==> src/rtl/hpdcache_mem_read_arb.sv <==
// N-channel read-request arbiter for the HPDcache memory read port.
// Outgoing IDs carry the source channel; responses are routed back by that tag.
module hpdcache_mem_read_arb #(
    parameter int unsigned N_CH    = 4,
    parameter int unsigned ADDR_W  = 56,
    parameter int unsigned ID_W    = 6,
    parameter int unsigned DATA_W  = 512,
    parameter int unsigned MAX_OUT = 4,
    parameter int unsigned RR_EN   = 1,
    localparam int unsigned CH_W   = (N_CH > 1) ? $clog2(N_CH) : 1,
    localparam int unsigned CNT_W  = $clog2(MAX_OUT + 1),
    localparam int unsigned MID_W  = CH_W + ID_W
) (
    input  logic                   clk_i,
    input  logic                   rst_i,
    input  logic [N_CH-1:0]        req_valid_i,
    output logic [N_CH-1:0]        req_ready_o,
    input  logic [N_CH*ADDR_W-1:0] req_addr_i,
    input  logic [N_CH*8-1:0]      req_len_i,
    input  logic [N_CH*3-1:0]      req_size_i,
    input  logic [N_CH*ID_W-1:0]   req_id_i,
    output logic                   mem_req_valid_o,
    input  logic                   mem_req_ready_i,
    output logic [ADDR_W-1:0]      mem_req_addr_o,
    output logic [7:0]             mem_req_len_o,
    output logic [2:0]             mem_req_size_o,
    output logic [MID_W-1:0]       mem_req_id_o,
    input  logic                   mem_resp_valid_i,
    output logic                   mem_resp_ready_o,
    input  logic [MID_W-1:0]       mem_resp_id_i,
    input  logic [DATA_W-1:0]      mem_resp_data_i,
    input  logic                   mem_resp_last_i,
    output logic [N_CH-1:0]        resp_valid_o,
    input  logic [N_CH-1:0]        resp_ready_i,
    output logic [ID_W-1:0]        resp_id_o,
    output logic [DATA_W-1:0]      resp_data_o,
    output logic                   resp_last_o,
    output logic                   idle_o,
    output logic                   err_o
);

    logic [N_CH-1:0]   elig;
    logic [N_CH-1:0]   grant;
    logic              any_grant;
    logic [CH_W-1:0]   sel;
    logic [CH_W-1:0]   ptr;
    logic              load;
    logic [CNT_W-1:0]  cnt [N_CH];
    logic [N_CH-1:0]   inc;
    logic [N_CH-1:0]   dec;

    logic [ADDR_W-1:0] sel_addr;
    logic [7:0]        sel_len;
    logic [2:0]        sel_size;
    logic [ID_W-1:0]   sel_id;

    logic [CH_W-1:0]   resp_ch;
    logic              resp_in_range;
    logic              resp_sel_ready;

    // A channel competes only while it is below its outstanding limit
    always_comb begin
        elig = '0;
        for (int unsigned c = 0; c < N_CH; c++) begin
            elig[c] = req_valid_i[c] && (cnt[c] < CNT_W'(MAX_OUT));
        end
    end

    // Pick the eligible channel closest after ptr (RR) or the lowest index
    always_comb begin
        int unsigned best_d;
        int unsigned d;
        best_d    = N_CH;
        d         = 0;
        sel       = '0;
        any_grant = 1'b0;
        grant     = '0;
        for (int unsigned c = 0; c < N_CH; c++) begin
            if (RR_EN != 0) begin
                d = (c + 2 * N_CH - 32'(ptr) - 1) % N_CH;
            end else begin
                d = c;
            end
            if (elig[c] && (d < best_d)) begin
                best_d    = d;
                sel       = CH_W'(c);
                any_grant = 1'b1;
            end
        end
        for (int unsigned c = 0; c < N_CH; c++) begin
            grant[c] = any_grant && (sel == CH_W'(c));
        end
    end

    always_comb begin
        sel_addr = '0;
        sel_len  = '0;
        sel_size = '0;
        sel_id   = '0;
        for (int unsigned c = 0; c < N_CH; c++) begin
            if (grant[c]) begin
                sel_addr = req_addr_i[c*ADDR_W +: ADDR_W];
                sel_len  = req_len_i[c*8 +: 8];
                sel_size = req_size_i[c*3 +: 3];
                sel_id   = req_id_i[c*ID_W +: ID_W];
            end
        end
    end

    assign load        = !mem_req_valid_o || mem_req_ready_i;
    assign req_ready_o = grant & {N_CH{load}};

    // Single output register; holds while the memory side stalls
    always_ff @(posedge clk_i or posedge rst_i) begin
        if (rst_i) begin
            mem_req_valid_o <= 1'b0;
            mem_req_addr_o  <= '0;
            mem_req_len_o   <= '0;
            mem_req_size_o  <= '0;
            mem_req_id_o    <= '0;
            ptr             <= CH_W'(N_CH - 1);
        end else if (load) begin
            mem_req_valid_o <= any_grant;
            if (any_grant) begin
                mem_req_addr_o <= sel_addr;
                mem_req_len_o  <= sel_len;
                mem_req_size_o <= sel_size;
                mem_req_id_o   <= {sel, sel_id};
                ptr            <= sel;
            end
        end
    end

    // Response routing by channel tag; out-of-range tags are sunk
    assign resp_ch       = mem_resp_id_i[ID_W +: CH_W];
    assign resp_in_range = 32'(resp_ch) < N_CH;

    always_comb begin
        resp_valid_o   = '0;
        resp_sel_ready = 1'b0;
        for (int unsigned c = 0; c < N_CH; c++) begin
            if (resp_ch == CH_W'(c)) begin
                resp_valid_o[c] = mem_resp_valid_i;
                resp_sel_ready  = resp_ready_i[c];
            end
        end
    end

    assign mem_resp_ready_o = resp_in_range ? resp_sel_ready : 1'b1;
    assign resp_id_o        = mem_resp_id_i[ID_W-1:0];
    assign resp_data_o      = mem_resp_data_i;
    assign resp_last_o      = mem_resp_last_i;

    always_comb begin
        inc = '0;
        dec = '0;
        for (int unsigned c = 0; c < N_CH; c++) begin
            inc[c] = req_ready_o[c];
            dec[c] = resp_valid_o[c] && mem_resp_ready_o && mem_resp_last_i;
        end
    end

    // Outstanding counters; a simultaneous issue and completion cancel out
    always_ff @(posedge clk_i or posedge rst_i) begin
        if (rst_i) begin
            for (int unsigned c = 0; c < N_CH; c++) begin
                cnt[c] <= '0;
            end
        end else begin
            for (int unsigned c = 0; c < N_CH; c++) begin
                if (inc[c] && !dec[c]) begin
                    cnt[c] <= cnt[c] + CNT_W'(1);
                end else if (!inc[c] && dec[c] && (cnt[c] != '0)) begin
                    cnt[c] <= cnt[c] - CNT_W'(1);
                end
            end
        end
    end

    always_ff @(posedge clk_i or posedge rst_i) begin
        if (rst_i) begin
            err_o <= 1'b0;
        end else if (mem_resp_valid_i && !resp_in_range) begin
            err_o <= 1'b1;
        end
    end

    always_comb begin
        idle_o = !mem_req_valid_o;
        for (int unsigned c = 0; c < N_CH; c++) begin
            if (cnt[c] != '0) begin
                idle_o = 1'b0;
            end
        end
    end

endmodule

==> config.mk <==
export PLATFORM = sky130hd
export DESIGN_NAME = hpdcache_mem_read_arb
export DESIGN_NICKNAME = d
export VERILOG_FILES = /design/src/rtl/hpdcache_mem_read_arb.sv
export SDC_FILE = /design/constraint.sdc
export NUM_CORES = 1
export LEC_CHECK = 0
export ABC_CLOCK_PERIOD_IN_PS = 16400
export CORE_AREA = 2 2 561 563
export DETAILED_ROUTE_END_ITERATION = 7
export DIE_AREA = 0 0 563 565
export GPL_TIMING_DRIVEN = 1
export PLACE_DENSITY = 0.32
export SKIP_CTS_REPAIR_TIMING = 1
export SLEW_MARGIN = 10
export SYNTH_ARGS = -nofsm -noshare
export SYNTH_HDL_FRONTEND = slang
export SYNTH_SLANG_ARGS = --single-unit
==> constraint.sdc <==
create_clock -name clk_i -period 16.4 [get_ports clk_i]
set_input_delay 4.1 -clock clk_i [delete_from_list [all_inputs] [get_ports clk_i]]
set_output_delay 4.1 -clock clk_i [all_outputs]
set_load 0.02 [all_outputs]
# Word-level counts from Yosys, hierarchy flattened
# Index checks and enable logic that the tools add are counted.
[op_classes]
n_addsub = 16
magnitude_cmp = 8
eq_ne = 6
muxes = 46
bitwise_logic = 1
n_reduce_logical = 53
[op_table]
columns = ["operator", "count"]
rows = [
  ["56-bit 2-to-1 mux", 4],
  ["2-bit by 32-bit < comparator with 1-bit output", 3],
  ["3-bit 2-to-1 mux", 14],
  ["1-bit logical AND", 32],
  ["32-bit 2-to-1 mux", 1],
  ["8-bit 2-to-1 mux", 4],
  ["6-bit 2-to-1 mux", 4],
  ["1-bit 2-to-1 mux", 17],
  ["3-bit by 1-bit adder with 3-bit output, second input constant", 4],
  ["3-bit < comparator, second input constant", 4],
  ["3-bit nonzero test", 4],
  ["3-bit by 1-bit subtractor with 3-bit output, second input constant", 4],
  ["1-bit logical NOT", 9],
  ["2-bit equality test, second input constant", 4],
  ["2-bit nonzero test", 4],
  ["2-bit subtractor, second input constant", 4],
  ["4-bit AND", 1],
  ["2-bit by 1-bit equality test with 1-bit output, second input constant", 2],
  ["2-bit logical NOT", 2],
  ["2-bit 2-to-1 mux", 2],
  ["1-bit by 2-bit subtractor with 2-bit output, first input constant", 2],
  ["2-bit subtractor, first input constant", 2],
  ["2-bit by 3-bit < comparator with 1-bit output, second input constant", 1],
  ["2-bit AND reduction", 1],
  ["1-bit logical OR", 1],
]
[word_totals]
register_bits = 90
in_bits = 825
out_inout_bits = 606
wordCells = 140

# Longest topological paths before layout
# Gate-level depths: netlist of run 1.
[depth]
depth_word = 22
ltp_mapped = 24
depth_no_buf = 23

# Worst setup path before layout of run 1
# OpenSTA, ideal clock, no wires.
[synth_path]
path_kind = "in2out"
from = "in req_valid_i[0]"
to = "out req_ready_o[0]"
arrival_ns = 7.874
t_required_ns = 12.300
slack_ns = 4.426
cell_stages = 18
n_path_buf = 2
cell_sequence = "nor2b_2 nand2b_1 ha_1 a21oi_1 o21a_1 buf_2 mux2_2 ha_1 o22ai_1 a22o_1 nor2_1 a21oi_1 ha_1 nor4b_2 a211oi_1 o31a_1 buf_2 nor3b_4"
[synth_via]
elab_chain_len = 15
word_cells_on_any_way = 21
cone_classes = "order compare: 3; mux: 10; bitwise: 1; reduce/logical: 7"
[synth_lines]
columns = ["item", "line_no", "source"]
rows = [
  ["start: declaration", "16", "input logic [N_CH-1:0] req_valid_i,"],
  ["1-bit logical AND *", "65", "elig[c] = req_valid_i[c] && (cnt[c] < CNT_W'(MAX_OUT));"],
  ["1-bit logical AND *", "84", "if (elig[c] && (d < best_d)) begin"],
  ["3-bit 2-to-1 mux", "84", ""],
  ["2-bit by 32-bit < comparator with 1-bit output", "84", ""],
  ["1-bit logical AND", "84", ""],
  ["3-bit 2-to-1 mux", "84", ""],
  ["2-bit by 32-bit < comparator with 1-bit output", "84", ""],
  ["1-bit logical AND", "84", ""],
  ["32-bit 2-to-1 mux", "84", ""],
  ["2-bit by 32-bit < comparator with 1-bit output", "84", ""],
  ["1-bit logical AND", "84", ""],
  ["2-bit 2-to-1 mux", "84", ""],
  ["2-bit logical NOT", "91", "grant[c] = any_grant && (sel == CH_W'(c));"],
  ["1-bit logical AND *", "91", ""],
  ["4-bit AND *", "111", "assign req_ready_o = grant & {N_CH{load}};"],
  ["end: declaration", "17", "output logic [N_CH-1:0] req_ready_o,"],
]
# Mark *: on every way between the ends. The rest lies on a longest branch, timed or not.

# Worst setup path in the final report of run 1
[layout_path]
from = "in req_valid_i[0]"
to = "out req_ready_o[3]"
[layout_via]
elab_chain_len = 15
word_cells_on_any_way = 21
cone_classes = "order compare: 3; eq/ne: 1; mux: 10; bitwise: 1; reduce/logical: 6"
[layout_lines]
columns = ["item", "line_no"]
rows = [
  ["1-bit logical AND *", "65"],
  ["1-bit logical AND *", "84"],
  ["3-bit 2-to-1 mux", "84"],
  ["2-bit by 32-bit < comparator with 1-bit output", "84"],
  ["1-bit logical AND", "84"],
  ["3-bit 2-to-1 mux", "84"],
  ["2-bit by 32-bit < comparator with 1-bit output", "84"],
  ["1-bit logical AND", "84"],
  ["32-bit 2-to-1 mux", "84"],
  ["2-bit by 32-bit < comparator with 1-bit output", "84"],
  ["1-bit logical AND", "84"],
  ["2-bit 2-to-1 mux", "84"],
  ["2-bit equality test", "91"],
  ["1-bit logical AND *", "91"],
  ["4-bit AND *", "111"],
]
# Marks and branches as above.

==> impl_metrics.py, run 1 <==
metrics = {
    "status": {
        "status": "finished, final reports clean",
    },
    "critical_path": {
        "rr_startpoint": "cnt[11]",
        "worstSetupPathType": "input port to primary output",
        "crit_start": "req_valid_i[0]",
        "cp-start-kind": "input port",
        "critPathMaxFanout": 15,
        "regToRegEndpoint": "mem_req_addr_o[35]",
        "reg2reg_slack_ps": 8650,
        "worstSetupEndpointType": "primary output",
        "ff2ff_path_depth": 21,
        "worstPathRequired_ps": 12300,
        "crit_arrival_ps": 10790,
        "critPathCapture": "req_ready_o[3]",
    },
    "sta": {
        "fin_crit_sh_pct": 90.78,
        "tightest_slew_ps": 1455,
        "drv_slew": 0,
        "max_freq_mhz": 67.17,
        "finalSetupTns_ps": 0,
        "fin_hold_ws_ps": 501.3,
        "fin_ws_ps": 1512,
        "period_needed_ps": 14890,
        "clock_skew_ps": 33.61,
        "hold_viol_final": 0,
        "rsz0062_at_grt": "false",
        "final-setup-viol-count": 0,
        "slew-limit-headroom_pct": 2.972,
    },
    "synth": {
        "synth_edf_count": 0,
        "yosysUniqueCellTypes": 63,
        "syn_avg_cell_area_um2": 8.392,
        "synth_mux_area_share_pct": 1.028,
        "syn-cell-area_um2": 9617,
        "yosys.area_share.simple_pct": 7.637,
        "synth_area_leaders": "buf_4, dfrtp_1, a22oi_1",
        "ys_ff_latch": 90,
        "yosysSeqAreaShare_pct": 23.45,
        "synthXorXnorAreaFrac_pct": 0.5464,
        "synthAdderAreaFrac_pct": 1.223,
        "ys_warn_count": 0,
        "synth-compound-area-share_pct": 21.98,
        "synth_fp_nets": 1978,
        "synth_top_family_by_area": "buffers and inverters",
        "synth-async-reset-ratio_pct": 100.0,
        "ys.flop_type": "dfrtp_1",
        "synth_top_cell_area_share_pct": 40.83,
        "synth_area_leader_cell": "buf_4",
        "synthCells": 1146,
    },
    "cells_and_area": {
        "design_area_um2": 15140,
        "drive_above_1_share_pct": 7.242,
        "syn_to_final_growth_pct": 57.43,
        "final_util_pct": 4.862,
        "num-fill-cells": 36930,
        "final_cell_count_no_fill": 5176,
        "nets": 1835,
    },
    "route": {
        "firstDrtPassIters": 5,
        "drc": 0,
        "via_per_inst": 1.764,
        "ant_nets": 0,
        "vias": 9133,
        "drtIter0Drc": 717,
        "drt-total-wl_um": 196400,
        "wl_per_cell_um": 37.94,
    },
    "cts": {
        "cts.sinks": 90,
        "cts.htree.levels": 3,
        "cts_tree": "built",
        "path_clk_slew_ps": 100,
        "insertion_delay_ps": 450,
        "cts_buffers": 9,
        "cts_root_buffer": "clkbuf_16",
        "cts_buffer_depth": 2,
    },
    "floorplan": {
        "initial_core_util_pct": 3.088,
        "num_rows": 205,
        "die-width_um": 563,
        "fp.dieArea_um2": 318100,
        "pin_count": 1431,
        "core-area_um2": 311400,
        "fp.dieH_um": 565,
    },
    "global_routing": {
        "first_global_vias": 8825,
        "grtUsageMet3_pct": 17.83,
        "antenna_found_initial": 132,
        "grt-ovfl-total": 0,
        "use_met2_pct": 18.46,
        "grt.met1_usage_pct": 6.167,
        "grt_pass1_wl_um": 216000,
        "grt.total_usage_pct": 11.84,
        "grt.busiest_layer": "met2",
        "grt_max_degree": 49,
    },
    "power": {
        "finalPower_mw": 2.030,
        "pwr_density_cell_nw_per_um2": 134.1,
        "vdd_drop_max_mv": 0.06447,
        "p_leak_nw": 3.874,
    },
    "placement": {
        "place_inst": 5132,
        "port_buffers": 393,
        "dp_hpwl_um": 179600,
        "pre_cts_ws_ps": 1524,
        "place_area_um2": 14790,
        "gp_congestion": 0.6966,
    },
    "hold_path": {
        "min_path_type": "flip-flop to flip-flop",
        "min-delay-start": "mem_req_len_o[7]",
    },
    "flow_run": {
        "drv_cap": 0,
    },
}
[worst min path at each step]
stage / to / slack, ps / cells after the start
global placement: mem_req_len_o[7] / 480 / 2
global route: mem_req_id_o[7] / 540 / 1
detailed placement: mem_req_len_o[7] / 470 / 2
CTS: mem_req_len_o[7] / 500 / 2
finish: mem_req_len_o[7] / 500 / 2
floorplan: cnt[8] / 480 / 1
[registers in the layout (all words and copies together) (netlist names)]
| register | count |
|---|---|
| mem_req_addr_o | 56 |
| cnt | 12 |
| mem_req_id_o | 8 |
| mem_req_len_o | 8 |
| mem_req_size_o | 3 |
| ptr | 2 |
| mem_req_valid_o | 1 |
[report_power, final]
| group | leakage, nW | switching [mW] | internal [mW] |
|---|---|---|---|
| registers | 1.04 | 0.0862 | 0.340 |
| clock network | 0.132 | 0.156 | 0.106 |
| logic | 2.70 | 0.874 | 0.467 |
[per-layer routing]
layer  vias to the layer above  share of wire (%)
met4                       100                5.4
met1                      3896                 18
met2                      1382                 44
li1                       3243                  -
met5                         -               0.47
met3                       512                 32
[final cells by class]
type                            count  area [um2]  share of cell area, %
Inverter                            6       27.53                 0.1818
Clock inverter                      6       48.80                 0.3223
Clock buffer                       10       229.0                  1.512
Antenna cell                       28       70.07                 0.4628
Multi-Input combinational cell    472        3163                  20.89
Sequential cell                    90        2255                  14.89
Tap cell                         4140        5180                  34.21
Timing Repair Buffer              424        4167                  27.52
[synth_stat cells (3+ instances only)]
| cell type | number |
|---|---|
| ha_1 | 3 |
| o22ai_1 | 25 |
| nor2b_1 | 5 |
| buf_2 | 15 |
| o21bai_1 | 9 |
| buf_4 | 523 |
| a211oi_1 | 3 |
| fa_1 | 4 |
| nand3_1 | 10 |
| nand2_1 | 24 |
| mux2_2 | 5 |
| o311ai_1 | 9 |
| dfrtp_1 | 88 |
| o2bb2ai_1 | 25 |
| a21oi_1 | 79 |
| a221oi_1 | 48 |
| nor2_1 | 78 |
| clkbuf_1 | 31 |
| inv_1 | 6 |
| nor3b_1 | 3 |
| nor3_1 | 5 |
| xor2_1 | 4 |
| or3_1 | 3 |
| a22oi_1 | 65 |
| o21ai_0 | 11 |
| o21a_1 | 4 |
| buf_6 | 9 |
| nand2b_1 | 7 |
[layout by cell type, fill, tap and decap left out, types with 5 or more instances in the layout]
| cell | n |
|---|---|
| clkbuf_16 | 9 |
| o21ai_0 | 10 |
| mux2_2 | 5 |
| inv_1 | 5 |
| nor2_1 | 78 |
| dfrtp_1 | 88 |
| a221oi_1 | 48 |
| a21oi_1 | 79 |
| o21bai_1 | 9 |
| clkdlybuf4s50_1 | 393 |
| nand3_1 | 10 |
| buf_4 | 31 |
| o2bb2ai_1 | 25 |
| o22ai_1 | 25 |
| diode_2 | 28 |
| o311ai_1 | 9 |
| nor3_1 | 5 |
| nand2_1 | 22 |
| a22oi_1 | 65 |
| nand2b_1 | 6 |
[kinds of logic (layout without fill, tap and decap cells)]
logic type | count (synthesis) | after routing
fa+ha+maj | 7 | 7
buf+inv | 584 | 446
other cells | 1 | 29
mux | 8 | 8
xor+xnor | 6 | 6
compound gates | 297 | 297
simple gates | 153 | 153
flops | 90 | 90
[critical path: stages]
cell	delay [ps]
clkdlybuf4s50_1	480
nor2b_2	290
nand2b_1	110
ha_1	300
a21oi_1	310
o21a_1	640
mux2_2	420
ha_1	250
nor3b_1	490
a22o_1	370
a21oi_1	130
ha_1	260
nor2_1	210
o211ai_1	140
o21ai_2	720
o21ai_1	370
inv_1	170
clkdlybuf4s50_1	990
No activity file was read; power rests on OpenSTA's default activity.
==> run 2, diff against run 1 <==
Settings changed: ABC_CLOCK_PERIOD_IN_PS 16400 to 13900, CORE_AREA 2 2 561 563 to 2 2 550 552, DIE_AREA 0 0 563 565 to 0 0 552 554, SETUP_SLACK_MARGIN from default to 0.1.
Clock period 16.4 ns to 13.9 ns, I/O delays scaled along.
==> run 2 against run 1 <==
Register-to-register slack worse by 1500 ps. Sequential power is 18% higher. Final cell count is 3.6% lower. Die area is 3.9% lower. Combinational power is 14% higher. Count of clock-buffer cells in the layout is 3 higher. Power is 19% higher. Sequential share of layout area is 0.19 points higher. Global-route usage is 0.34 points higher. First-iteration DRC count is 5.6% higher. Clock skew is 5.3 ps higher. Critical endpoint is now req_ready_o[2]. Largest cell class unchanged.
==> impl_metrics.py, run 2 (same netlist as run 1, synthesis figures left out) <==
metrics = {
    "route": {
        "firstDrtPassIters": 6,
        "via_per_inst": 1.830,
        "drtIter0Drc": 757,
        "vias": 9136,
        "drt-total-wl_um": 192900,
        "wl_per_cell_um": 38.64,
        "ant_nets": 0,
        "drc": 0,
    },
    "cells_and_area": {
        "syn_to_final_growth_pct": 55.48,
        "top_register": "mem_req_addr_o",
        "largest_reg_flops": 56,
        "design_area_um2": 14950,
        "largestRegisters": "mem_req_addr_o (56), cnt (12)",
        "final_common_cell": "clkdlybuf4s50_1",
        "nets": 1832,
        "drive_above_1_share_pct": 6.886,
        "final_cell_count_no_fill": 4992,
        "mostFrequentLayoutCells": "clkdlybuf4s50_1, dfrtp_1, a21oi_1, nor2_1, a22oi_1",
    },
    "floorplan": {
        "die-width_um": 552,
        "fp.dieH_um": 554,
        "num_rows": 201,
        "core-area_um2": 299300,
        "fp.dieArea_um2": 305800,
        "pin_count": 1431,
        "initial_core_util_pct": 3.213,
    },
    "status": {
        "status": "finished, final reports clean",
    },
    "critical_path": {
        "worstSetupEndpointType": "primary output",
        "worstPathRequired_ps": 10430,
        "cpMostUsedCell": "ha_1",
        "critPathMaxFanout": 6,
        "ff2ff_path_depth": 18,
        "max_stage_delay_ps": 780,
        "crit_arrival_ps": 9010,
        "path_cells": "clkdlybuf4s50_1 -> nor2b_2 -> nand2b_1 -> ha_1 -> a21oi_1 -> o21a_1 -> mux2_2 -> ha_1 -> o22ai_1 -> a22o_1 -> nor2_1 -> a21oi_1 -> ha_1 -> nor2_1 -> o211a_1 -> a211oi_1 -> o21ai_0 -> inv_1 -> clkdlybuf4s50_1",
        "crit_slowest_cell": "clkdlybuf4s50_1",
        "worstSetupPathType": "input port to primary output",
        "cp-start-kind": "input port",
    },
    "cts": {
        "cts_buffer_depth": 3,
        "cts_tree": "built",
        "cts.htree.levels": 3,
        "cts_buffers": 13,
        "cts.sinks": 90,
        "cts_root_buffer": "clkbuf_16",
        "path_clk_slew_ps": 90,
        "insertion_delay_ps": 570,
    },
    "power": {
        "clkPwrFrac_pct": 15.9,
        "p_comb_share_pct": 63.3,
        "p_int_mw": 1.117,
        "power_frac_seq_pct": 20.8,
        "p_leak_nw": 3.883,
        "sw_frac_of_total_pct": 53.69,
        "pwr_density_cell_nw_per_um2": 161.2,
        "vdd_drop_max_mv": 0.05984,
        "finalPower_mw": 2.411,
        "p_switching_mw": 1.294,
    },
    "sta": {
        "final-setup-viol-count": 0,
        "period_needed_ps": 12480,
        "finalSetupTns_ps": 0,
        "drv_slew": 0,
        "fin_crit_sh_pct": 89.79,
        "clock_skew_ps": 38.89,
        "max_freq_mhz": 80.12,
        "hold_viol_final": 0,
        "slew-limit-headroom_pct": 18.24,
        "rsz0062_at_grt": "false",
        "tightest_slew_ps": 1226,
    },
    "global_routing": {
        "antenna_found_initial": 123,
        "grt-ovfl-total": 0,
        "grt_max_degree": 53,
        "grt.total_usage_pct": 12.19,
        "grt_pass1_wl_um": 214600,
        "first_global_vias": 8736,
    },
    "placement": {
        "place_inst": 4943,
        "dp_hpwl_um": 176000,
        "place_area_um2": 14520,
        "port_buffers": 393,
        "gp_congestion": 0.7577,
    },
    "hold_path": {
        "hold_depth": 2,
        "min_path_type": "flip-flop to flip-flop",
    },
    "flow_run": {
        "drv_cap": 0,
    },
}
run 2: worst max-delay path, delay by kind of cell:
family	cells	cell delay, ps
compound gates	8	2240
mux	1	360
fa+ha+maj	3	910
buf+inv	3	1380
simple gates	4	630
run 2: final cells by class:
class	count	area, um2
diodes	32	80.08
clock buffers	13	325.3
clock inverters	4	25.02
fillers	35400	284300
inverters	6	27.53
multi-input cells	472	3163
flip-flops and latches	90	2255
well taps	3958	4952
repair buffers	417	4124
run 2: metal layers:
metal	share of wire [%]	track usage, %
met1	18	6.486
met2	44	19.10
met3	32	18.02
met4	5.5	5.675
met5	0.32	0.3438
run 2: worst paths after layout:
check                                     endpoint             start  slack, ps
worst max-delay path                req_ready_o[2]    req_valid_i[0]       1420
worst min-delay path              mem_req_len_o[7]  mem_req_len_o[7]        500
worst max register to register    mem_req_len_o[0]           cnt[11]       7120
worst min register to register    mem_req_len_o[7]  mem_req_len_o[7]        500
max in group asynchronous       mem_req_addr_o[22]             rst_i       9090
min in group asynchronous       mem_req_addr_o[31]             rst_i       3390
run 2: power by group through the flow:
stage	combinational (mW)	clock (mW)	sequential (mW)
after global placement	1.58	0	0.500
after global routing	1.64	0.419	0.519
final	1.53	0.383	0.501
after floorplan	0.770	0	0.624
after detailed placement	1.59	0	0.505
after CTS	1.59	0.426	0.501
run 2: per-stage QoR:
step / hold WS [ps] / utilization [%] / setup WS [ps]
2_1_floorplan: 476.5 / - / 3176
3_3_place_gp: 483.7 / 4.852 / 1689
3_5_place_dp: 484.0 / 4.852 / 1550
6_report: 503.4 / 4.996 / 1419
5_1_grt: 521.4 / 4.981 / 1083
4_1_cts: 514.1 / 4.969 / 1532
==> run 3, diff against run 2 <==
Settings changed: ABC_CLOCK_PERIOD_IN_PS 13900 to 10400, CORE_AREA 2 2 550 552 to 2 2 558 560, DIE_AREA 0 0 552 554 to 0 0 560 562.
Clock period 13.9 ns to 10.4 ns, I/O delays scaled along.
==> run 3 against run 2 <==
Via count is 1.3% lower. Final cell count is 3.1% higher. Largest cell class unchanged. Count of clock-buffer cells in the layout is 1 lower.
==> impl_metrics.py, run 3 (same netlist as run 1, synthesis figures left out) <==
metrics = {
    "sta": {
        "fin_crit_sh_pct": 96.74,
        "fin_hold_ws_ps": 505.4,
        "rsz0062_at_grt": "true",
        "hold_viol_final": 0,
        "drv_slew": 0,
        "fin_ws_ps": 339.3,
        "tightest_slew_ps": 1036,
        "clock_skew_ps": 44.34,
        "final-setup-viol-count": 0,
        "finalSetupTns_ps": 0,
        "max_freq_mhz": 99.40,
        "slew-limit-headroom_pct": 30.93,
        "period_needed_ps": 10060,
    },
    "floorplan": {
        "core-area_um2": 308300,
        "fp.dieArea_um2": 314700,
        "fp.dieH_um": 562,
        "initial_core_util_pct": 3.119,
        "pin_count": 1431,
        "die-width_um": 560,
        "num_rows": 204,
    },
    "critical_path": {
        "critPathMaxFanout": 6,
        "ff2ff_path_depth": 20,
        "crit_arrival_ps": 7460,
        "worstPathRequired_ps": 7800,
        "worstSetupEndpointType": "primary output",
        "cp-start-kind": "input port",
        "worstSetupPathType": "input port to primary output",
    },
    "power": {
        "sw_frac_of_total_pct": 55.16,
        "vdd_drop_max_mv": 0.1459,
        "p_int_mw": 1.466,
        "finalPower_mw": 3.268,
        "p_comb_share_pct": 64.7,
        "pwr_density_cell_nw_per_um2": 215.8,
        "p_switching_mw": 1.803,
        "p_leak_nw": 3.870,
        "power_frac_seq_pct": 20.7,
        "clkPwrFrac_pct": 14.6,
    },
    "cells_and_area": {
        "largest_reg_flops": 56,
        "syn_to_final_growth_pct": 57.52,
        "nets": 1827,
        "final_common_cell": "clkdlybuf4s50_1",
        "final-seq-area_um2": 2255,
        "mostFrequentLayoutCells": "clkdlybuf4s50_1, dfrtp_1, a21oi_1, nor2_1, a22oi_1",
        "num-fill-cells": 36650,
        "largestRegisters": "mem_req_addr_o (56), cnt (12)",
        "drive_above_1_share_pct": 6.800,
        "final_cell_count_no_fill": 5146,
        "final_util_pct": 4.913,
        "design_area_um2": 15150,
        "multi_input_area_um2": 3163,
        "top_register": "mem_req_addr_o",
    },
    "route": {
        "via_per_inst": 1.751,
        "drtIter0Drc": 813,
        "firstDrtPassIters": 7,
        "drt-total-wl_um": 193900,
        "vias": 9013,
        "drc": 0,
        "wl_per_cell_um": 37.68,
        "ant_nets": 0,
    },
    "global_routing": {
        "grt-ovfl-total": 0,
        "grt.total_usage_pct": 11.86,
        "grt_pass1_wl_um": 215400,
        "first_global_vias": 8817,
        "antenna_found_initial": 112,
        "grt_max_degree": 78,
    },
    "cts": {
        "insertion_delay_ps": 480,
        "cts.htree.levels": 3,
        "cts_buffer_depth": 2,
        "cts_buffers": 9,
        "cts_root_buffer": "clkbuf_16",
        "path_clk_slew_ps": 90,
        "cts.sinks": 90,
        "cts_tree": "built",
    },
    "placement": {
        "pre_cts_ws_ps": 413.8,
        "port_buffers": 393,
        "dp_hpwl_um": 175600,
        "gp_congestion": 0.8119,
        "place_area_um2": 14780,
        "place_inst": 5104,
    },
    "status": {
        "status": "finished, final reports clean",
    },
    "hold_path": {
        "min_path_type": "flip-flop to flip-flop",
        "hold_depth": 2,
    },
    "flow_run": {
        "drv_cap": 0,
    },
}
-- run 3: cell types whose count changed in the layout (fill, tap and decap cells not counted), moves of 2 or more --
cell | before | now
clkinv_2 | 2 | 0
diode_2 | 32 | 26
clkbuf_1 | 0 | 2
clkbuf_16 | 13 | 9
buf_4 | 24 | 20
clkdlybuf4s50_1 | 392 | 389
buf_12 | 1 | 7
-- run 3: layout make-up --
type | instances | share of cell area (%)
antenna | 26 | 0.4295
sequential | 90 | 14.88
clock inverter | 4 | 0.3469
inverter | 6 | 0.1817
clock buffer | 12 | 1.627
timing repair buffer | 416 | 27.62
multi-input combinational | 472 | 20.88
tap | 4120 | 34.03
-- run 3: routing by layer --
metal	GRT usage, %	wire [um]	up-vias
met3	17.08	60530	451
met5	0.8886	697	-
met4	5.109	9732	68
met2	18.60	85350	1351
li1	-	-	3221
met1	6.684	37590	3922
-- run 3: final timing paths --
check                                     end  slack [ps]        startpoint
max                            req_ready_o[2]         340    req_valid_i[0]
min                          mem_req_len_o[7]         510  mem_req_len_o[7]
max reg2reg                mem_req_addr_o[43]        4030           cnt[11]
min reg2reg                  mem_req_len_o[7]         510  mem_req_len_o[7]
max in group asynchronous              cnt[0]        6250             rst_i
min in group asynchronous  mem_req_addr_o[35]        2580             rst_i
-- run 3: critical path: stages --
cell	delay, ps
clkdlybuf4s50_1	480
nor2b_2	270
nand2b_1	120
ha_1	300
a21oi_1	310
o21a_1	220
mux2_2	360
ha_1	330
o22ai_1	360
a22o_1	300
nor2_1	80
a21oi_1	140
ha_1	280
nor2_1	100
o211a_1	140
a211oi_1	430
o21ai_0	310
inv_1	180
buf_12	130
-- run 3: power groups by stage --
| stage | logic (mW) | clock network [mW] | registers [mW] |
|---|---|---|---|
| floorplan | 1.03 | 0 | 0.834 |
| detailed placement | 2.22 | 0 | 0.681 |
| global placement | 2.20 | 0 | 0.678 |
| finish | 2.11 | 0.478 | 0.677 |
| CTS | 2.23 | 0.531 | 0.676 |
| global route | 2.27 | 0.523 | 0.700 |
